<file path="src/rtl/cpu_types_pkg.sv">
// Shared CPU/memory protocol types: word, RAM handshake state and arbiter FSM state.
package cpu_types_pkg;

  typedef logic [31:0] word_t;

  typedef enum logic [1:0] {
    FREE   = 2'b00,
    BUSY   = 2'b01,
    ACCESS = 2'b10,
    ERROR  = 2'b11
  } ramstate_t;

  typedef enum logic [1:0] {
    IDLE   = 2'b00,
    DGRANT = 2'b01,
    IGRANT = 2'b10
  } arb_state_t;

endpackage

</file>
<file path="src/rtl/rr_picker.sv">
// Picks the first asserted request at or after ptr (wrapping); returns its index and a valid flag.
module rr_picker #(
  parameter int N  = 2,
  parameter int IW = 1
) (
  input  logic [N-1:0]  req,
  input  logic [IW-1:0] ptr,
  output logic [IW-1:0] gnt_idx,
  output logic          valid
);

  logic [2*N-1:0] dbl_s;
  logic [N-1:0]   rot_s;
  logic [IW:0]    sum_s;

  // Rotate so that bit 0 of rot_s is the requester the pointer names.
  assign dbl_s = {req, req} >> ptr;
  assign rot_s = dbl_s[N-1:0];
  assign valid = |req;

  // Lowest rotated offset wins; map it back to an absolute index modulo N.
  always_comb begin
    sum_s = {1'b0, ptr};
    for (int i = N - 1; i >= 0; i--) begin
      sum_s = rot_s[i] ? ({1'b0, ptr} + (IW+1)'(i)) : sum_s;
    end
    gnt_idx = (sum_s >= (IW+1)'(N)) ? (sum_s[IW-1:0] - IW'(N)) : sum_s[IW-1:0];
  end

endmodule

</file>
<file path="src/rtl/mem_arbiter.sv">
// Serializes icache/dcache word requests from all CPUs onto one RAM port, dcache first.
// Define MEM_ARB_RR_EN for round-robin among CPUs; otherwise lowest CPU index wins.
module mem_arbiter
  import cpu_types_pkg::*;
#(
  parameter int CPUS = 2
) (
  input  logic             CLK,
  input  logic             nRST,
  input  logic [CPUS-1:0]  iREN,
  input  logic [CPUS*32-1:0] iaddr,
  output logic [CPUS-1:0]  iwait,
  output logic [CPUS*32-1:0] iload,
  input  logic [CPUS-1:0]  dREN,
  input  logic [CPUS-1:0]  dWEN,
  input  logic [CPUS*32-1:0] daddr,
  input  logic [CPUS*32-1:0] dstore,
  output logic [CPUS-1:0]  dwait,
  output logic [CPUS*32-1:0] dload,
  output logic             ramREN,
  output logic             ramWEN,
  output logic [31:0]      ramaddr,
  output logic [31:0]      ramstore,
  input  logic [31:0]      ramload,
  input  logic [1:0]       ramstate
);

  localparam int IW = (CPUS > 1) ? $clog2(CPUS) : 1;

  arb_state_t    state_r;
  logic [IW-1:0] gnt_r;
  logic          burst_r;
  logic [28:0]   burst_tag_r;

  logic [CPUS-1:0] d_req_s;
  logic [IW-1:0]   d_pick_s, i_pick_s, drr_ptr_s, irr_ptr_s, gnt_next_s;
  logic            d_any_s, i_any_s;
  word_t           cur_daddr_s, cur_dstore_s, cur_iaddr_s;
  logic            lock_ok_s, d_done_s, i_done_s, rearb_s;

`ifdef MEM_ARB_RR_EN
  logic [IW-1:0] drr_ptr_r, irr_ptr_r;
  assign drr_ptr_s = drr_ptr_r;
  assign irr_ptr_s = irr_ptr_r;
`else
  assign drr_ptr_s = {IW{1'b0}};
  assign irr_ptr_s = {IW{1'b0}};
`endif

  assign d_req_s      = dREN | dWEN;
  assign cur_daddr_s  = daddr[{gnt_r, 5'd0} +: 32];
  assign cur_dstore_s = dstore[{gnt_r, 5'd0} +: 32];
  assign cur_iaddr_s  = iaddr[{gnt_r, 5'd0} +: 32];
  assign gnt_next_s   = (gnt_r == IW'(CPUS - 1)) ? {IW{1'b0}} : (gnt_r + IW'(1'b1));
  assign iload        = {CPUS{ramload}};
  assign dload        = {CPUS{ramload}};

  // While a burst is pending, only the upper word of the same block keeps the lock.
  assign lock_ok_s = !burst_r ||
                     (d_req_s[gnt_r] && (cur_daddr_s[31:3] == burst_tag_r) && cur_daddr_s[2]);
  assign d_done_s  = (state_r == DGRANT) && d_req_s[gnt_r] && lock_ok_s && (ramstate == ACCESS);
  assign i_done_s  = (state_r == IGRANT) && iREN[gnt_r] && (ramstate == ACCESS);
  // A failed burst check behaves like an IDLE cycle so it costs no extra bubble.
  assign rearb_s   = (state_r == IDLE) || ((state_r == DGRANT) && !lock_ok_s);

  rr_picker #(.N(CPUS), .IW(IW)) u_dpick (
    .req(d_req_s), .ptr(drr_ptr_s), .gnt_idx(d_pick_s), .valid(d_any_s)
  );

  rr_picker #(.N(CPUS), .IW(IW)) u_ipick (
    .req(iREN), .ptr(irr_ptr_s), .gnt_idx(i_pick_s), .valid(i_any_s)
  );

  // RAM drive and per-requester wait, decoded from the registered grant.
  always_comb begin
    ramREN   = 1'b0;
    ramWEN   = 1'b0;
    ramaddr  = 32'h0000_0000;
    ramstore = 32'h0000_0000;
    iwait    = {CPUS{1'b1}};
    dwait    = {CPUS{1'b1}};
    case (state_r)
      DGRANT: begin
        ramaddr  = cur_daddr_s;
        ramstore = cur_dstore_s;
        ramWEN   = lock_ok_s & dWEN[gnt_r];
        ramREN   = lock_ok_s & dREN[gnt_r] & ~dWEN[gnt_r];
        if (d_done_s) dwait[gnt_r] = 1'b0;
        else          dwait[gnt_r] = 1'b1;
      end
      IGRANT: begin
        ramaddr = cur_iaddr_s;
        ramREN  = iREN[gnt_r];
        if (i_done_s) iwait[gnt_r] = 1'b0;
        else          iwait[gnt_r] = 1'b1;
      end
      default: begin
        ramREN = 1'b0;
      end
    endcase
  end

  // Arbitration FSM with burst lock and round-robin pointers.
  always_ff @(posedge CLK or negedge nRST) begin
    if (!nRST) begin
      state_r     <= IDLE;
      gnt_r       <= {IW{1'b0}};
      burst_r     <= 1'b0;
      burst_tag_r <= 29'h0;
`ifdef MEM_ARB_RR_EN
      drr_ptr_r   <= {IW{1'b0}};
      irr_ptr_r   <= {IW{1'b0}};
`endif
    end else begin
`ifdef MEM_ARB_RR_EN
      if (d_done_s) drr_ptr_r <= gnt_next_s;
      else          drr_ptr_r <= drr_ptr_r;
      if (i_done_s) irr_ptr_r <= gnt_next_s;
      else          irr_ptr_r <= irr_ptr_r;
`endif
      if (rearb_s) begin
        burst_r <= 1'b0;
        if (d_any_s) begin
          state_r <= DGRANT;
          gnt_r   <= d_pick_s;
        end else if (i_any_s) begin
          state_r <= IGRANT;
          gnt_r   <= i_pick_s;
        end else begin
          state_r <= IDLE;
        end
      end else begin
        case (state_r)
          DGRANT: begin
            if (!d_req_s[gnt_r]) begin
              state_r <= IDLE;
              burst_r <= 1'b0;
            end else if (d_done_s) begin
              if (!burst_r && !cur_daddr_s[2]) begin
                burst_r     <= 1'b1;
                burst_tag_r <= cur_daddr_s[31:3];
              end else begin
                burst_r <= 1'b0;
                state_r <= IDLE;
              end
            end else begin
              state_r <= DGRANT;
            end
          end
          IGRANT: begin
            if (!iREN[gnt_r] || i_done_s) state_r <= IDLE;
            else                          state_r <= IGRANT;
          end
          default: state_r <= IDLE;
        endcase
      end
    end
  end

endmodule

</file>
<file path="config.mk">
export PLATFORM = sky130hd
export DESIGN_NAME = mem_arbiter
export DESIGN_NICKNAME = d
export VERILOG_FILES = /design/src/rtl/cpu_types_pkg.sv /design/src/rtl/rr_picker.sv /design/src/rtl/mem_arbiter.sv
export SDC_FILE = /design/constraint.sdc
export NUM_CORES = 1
export LEC_CHECK = 0
export CORE_AREA = 4 4 168 170
export CTS_CLUSTER_DIAMETER = 60
export CTS_CLUSTER_SIZE = 30
export DETAILED_ROUTE_END_ITERATION = 16
export DIE_AREA = 0 0 172 174
export GPL_TIMING_DRIVEN = 1
export PLACE_DENSITY = 0.54
export RECOVER_POWER = 50
export SETUP_SLACK_MARGIN = 0.4
export SYNTH_ARGS = -nofsm -noshare
export SYNTH_HDL_FRONTEND = slang
export SYNTH_SLANG_ARGS = --single-unit
</file>
<file path="constraint.sdc">
create_clock -name CLK -period 5.1 [get_ports CLK]
set_input_delay 1.53 -clock CLK [delete_from_list [all_inputs] [get_ports CLK]]
set_output_delay 1.53 -clock CLK [all_outputs]
set_load 0.05 [all_outputs]
</file>
==> results.toml <==
[run_status]
run_status = "finished, violations left"
failing_checks = "max-capacitance violations, max-slew violations"

[grt]
gr-total-overflow = 0
grt_first_pass_wirelength_um = 28500
antenna_violations_before_repair = 3
first_global_vias = 4428
grt_start_max_net_pins = 41
groute.usage.overall_pct = 12.85

[sta]
maxSlewHeadroom_pct = -36.43
hold_viol_final = 0
worstMarginPinSlew_ns = 2.046
layout_worst_path_cycle_share_pct = 95.36
grt_setup_unrepaired = "yes"
timing.final.setup_violations = 0
fin_crit_ns = 4.863
final_max_slew_viol_count = 34
max_clock_skew_ns = 0.004090
max_clock_freq_mhz = 205.6
post-route-worst-setup-slack_ns = 0.2368
setup_tns_ns = 0

[critical_path]
slowest_stage = "sky130_fd_sc_hd__mux2_4"
start_kind = "input port"
worst_setup_path_end_kind = "primary output"
timing.critical_path.fanout_max = 5
timing.critical_path.required_ns = 3.57
cp_top_family = "simple AND/OR/NAND/NOR gates"
path_cells = "dlygate4sd2_1 > mux2_4 > xor2_2 > nor4_2 > nand4_1 > buf_6 > o21ai_4 > and3_4 > buf_12"
path_class = "in2out"
critPathMaxStageDelay_ns = 0.30
critPathArrivalTime_ns = 3.33
cp_num_buf_inv = 3

[routing]
routed-via-count = 4212
drc = 0
post_drt_wl_per_cell_um = 20.20
detail_route.vias_per_cell = 4.070
router_iterations_before_antenna_repair = 4
total_detailed_routing_wirelength_um = 20910
postRouteAntennaNets = 0
drt-initial-drc-count = 88

[placed_design]
portBuffers = 271
gp_congestion = 0.7288
dp_slack_ns = -0.7764
place_hpwl_um = 17460
placed_cells_incl_taps = 1021

[clocking]
cts_tree = "done"
clock_latency_ns = 0.28
maximum_level_of_the_cts_h_tree = 2
deepest_clock_path_buffer_count = 2
cts.reportedPaths.clkPinSlew_ns = 0.05
clock_tree.root_cell = "sky130_fd_sc_hd__clkbuf_16"
cts.sink_count = 33
cts_buffers = 5

[min_path]
hold_crit_path_type = "reg2reg"

[floorplanning]
floorplan.core_area_mm2 = 0.02673
die_height_um = 174
pin_count = 432
initial_utilization_pct = 17.56
floorplan.rows = 60
chipWidth_um = 172
floorplan.die_area_mm2 = 0.02993

[final_layout]
mostFrequentLayoutCells = "sky130_fd_sc_hd__clkdlybuf4s50_1, sky130_fd_sc_hd__buf_4, sky130_fd_sc_hd__nor2b_1, sky130_fd_sc_hd__mux2_2, sky130_fd_sc_hd__mux2i_1"
nets = 931
post_route_cells_drive_above_1_share_pct = 32.28
most_common_cell_after_layout_fill_and_taps_aside = "sky130_fd_sc_hd__clkdlybuf4s50_1"
instances_no_fill = 1035
area_growth_pct = 58.04
antenna-diode-count = 0
post-route-util_pct = 27.75

[pwr]
total_power_mw = 3.730
vdd_drop_max_mv = 0.1730
leakage_nw = 3.064
pwr_density_cell_mw_per_mm2 = 502.9

[yosys]
post_synthesis_register_bit_count = 33
yosys.area.top_type = "sky130_fd_sc_hd__buf_4"
synth_sequential_area_ratio_pct = 17.60
postSynthCellCount = 536
synth.net_count = 773
ys.warnings.count = 0
syn-cell-area_mm2 = 0.004693
yosys.area.top_type_share_pct = 20.47
synth_top_cells_by_area = "sky130_fd_sc_hd__buf_4, sky130_fd_sc_hd__dfrtp_1, sky130_fd_sc_hd__mux2_2"
yosysUniqueCellTypes = 42
post_synth.cell_area_avg_um2 = 8.756

[run]
maxcap_viol_count = 1
==> power breakdown <==
part	leakage [nW]	total [mW]	internal (mW)	switching (mW)
clock	0.0700	0.311	0.192	0.119
sequential	0.412	0.564	0.384	0.180
combinational	2.58	2.85	1.25	1.61
==> synthesized netlist by cell type, drive strengths merged <==
cell type	count
mux2	73
mux2i	45
dfrtp	33
nor3	3
nor2	11
clkbuf	20
a21o	1
nor2b	56
inv	3
nor4	6
or2	1
a41o	1
o211ai	1
nand2b	12
nand4	2
o21ai	12
a32oi	1
a211oi	1
buf	140
nand3	5
nand4b	1
ha	3
xnor2	10
or3	1
a221oi	2
and3	2
a21oi	2
o221ai	1
xor2	20
a22o	1
o31ai	1
a22oi	22
nand2	32
a21boi	10
o32a	1
==> stage by stage <==
step,area [µm²],hold slack (ns)
global placement,6890,0.4851
detailed placement,6890,0.4939
floorplan,4693,0.4704
CTS,7320,0.5060
finish,7417,0.5030
global route,7417,0.5416
==> state kept, by name, indices dropped and copies added, names as in the netlist <==
name and flops:
burst_tag_r 29, state_r 2, burst_r 1, gnt_r 1
==> layer usage <==
layer	vias to the layer above	GRT usage (%)	part of all wire, %
li1	2001	-	-
met1	1883	14.41	38
met2	309	23.19	49
met3	13	5.299	12
met4	6	1.769	0.66
met5	-	0	0.24
==> worst reg2reg max path: stages, from the launching register on <==
cell and delay (ns):
sky130_fd_sc_hd__dfrtp_4 0.89, sky130_fd_sc_hd__buf_4 0.23, sky130_fd_sc_hd__buf_4 0.34, sky130_fd_sc_hd__nor3_1 0.15, sky130_fd_sc_hd__a211oi_1 0.46, sky130_fd_sc_hd__nand3_1 0.65, sky130_fd_sc_hd__nand3_1 0.28, sky130_fd_sc_hd__o221ai_1 0.14
==> path summary, 6_finish.rpt <==
path,startpoint,endpoint,slack [ns],cells past startpoint
max reg2reg,gnt_r,state_r[0],1.79,7
max in group asynchronous,nRST,gnt_r,1.82,1
max,daddr[8],ramWEN,0.24,9
min in group asynchronous,nRST,burst_tag_r[5],1.83,1
min reg2reg,burst_tag_r[4],burst_tag_r[4],0.50,2
min,burst_tag_r[4],burst_tag_r[4],0.50,2
==> cell families after synthesis <==
family	after synthesis	share of synthesized area [%]
muxes	118	27.75
buffers and inverters	163	24.13
adders and majority gates	3	0.7999
xor gates and xnor gates	30	5.598
AOI/OAI and AO/OA	57	8.851
DFF	33	17.60
and+or+nand+nor	132	15.28
==> final cells by class <==
class                           count  area, µm²
Fill cell                        2891      19310
Multi-Input combinational cell    340       3099
Tap cell                          341      426.7
Clock buffer                        7      142.6
Sequential cell                    33      829.5
Timing Repair Buffer              311       2908
Inverter                            3      11.26
==> timing repair <==
item                                   in CTS  in global routing
endpoints found under the hold margin       0                  0
buffers inserted                            4                  3
pin swaps                                  27                 24
resized for setup                         133                 33
hold buffers                                0                  0
setup endpoints to repair                   4                  4
Note: power is estimated with default switching activity, not from simulation.
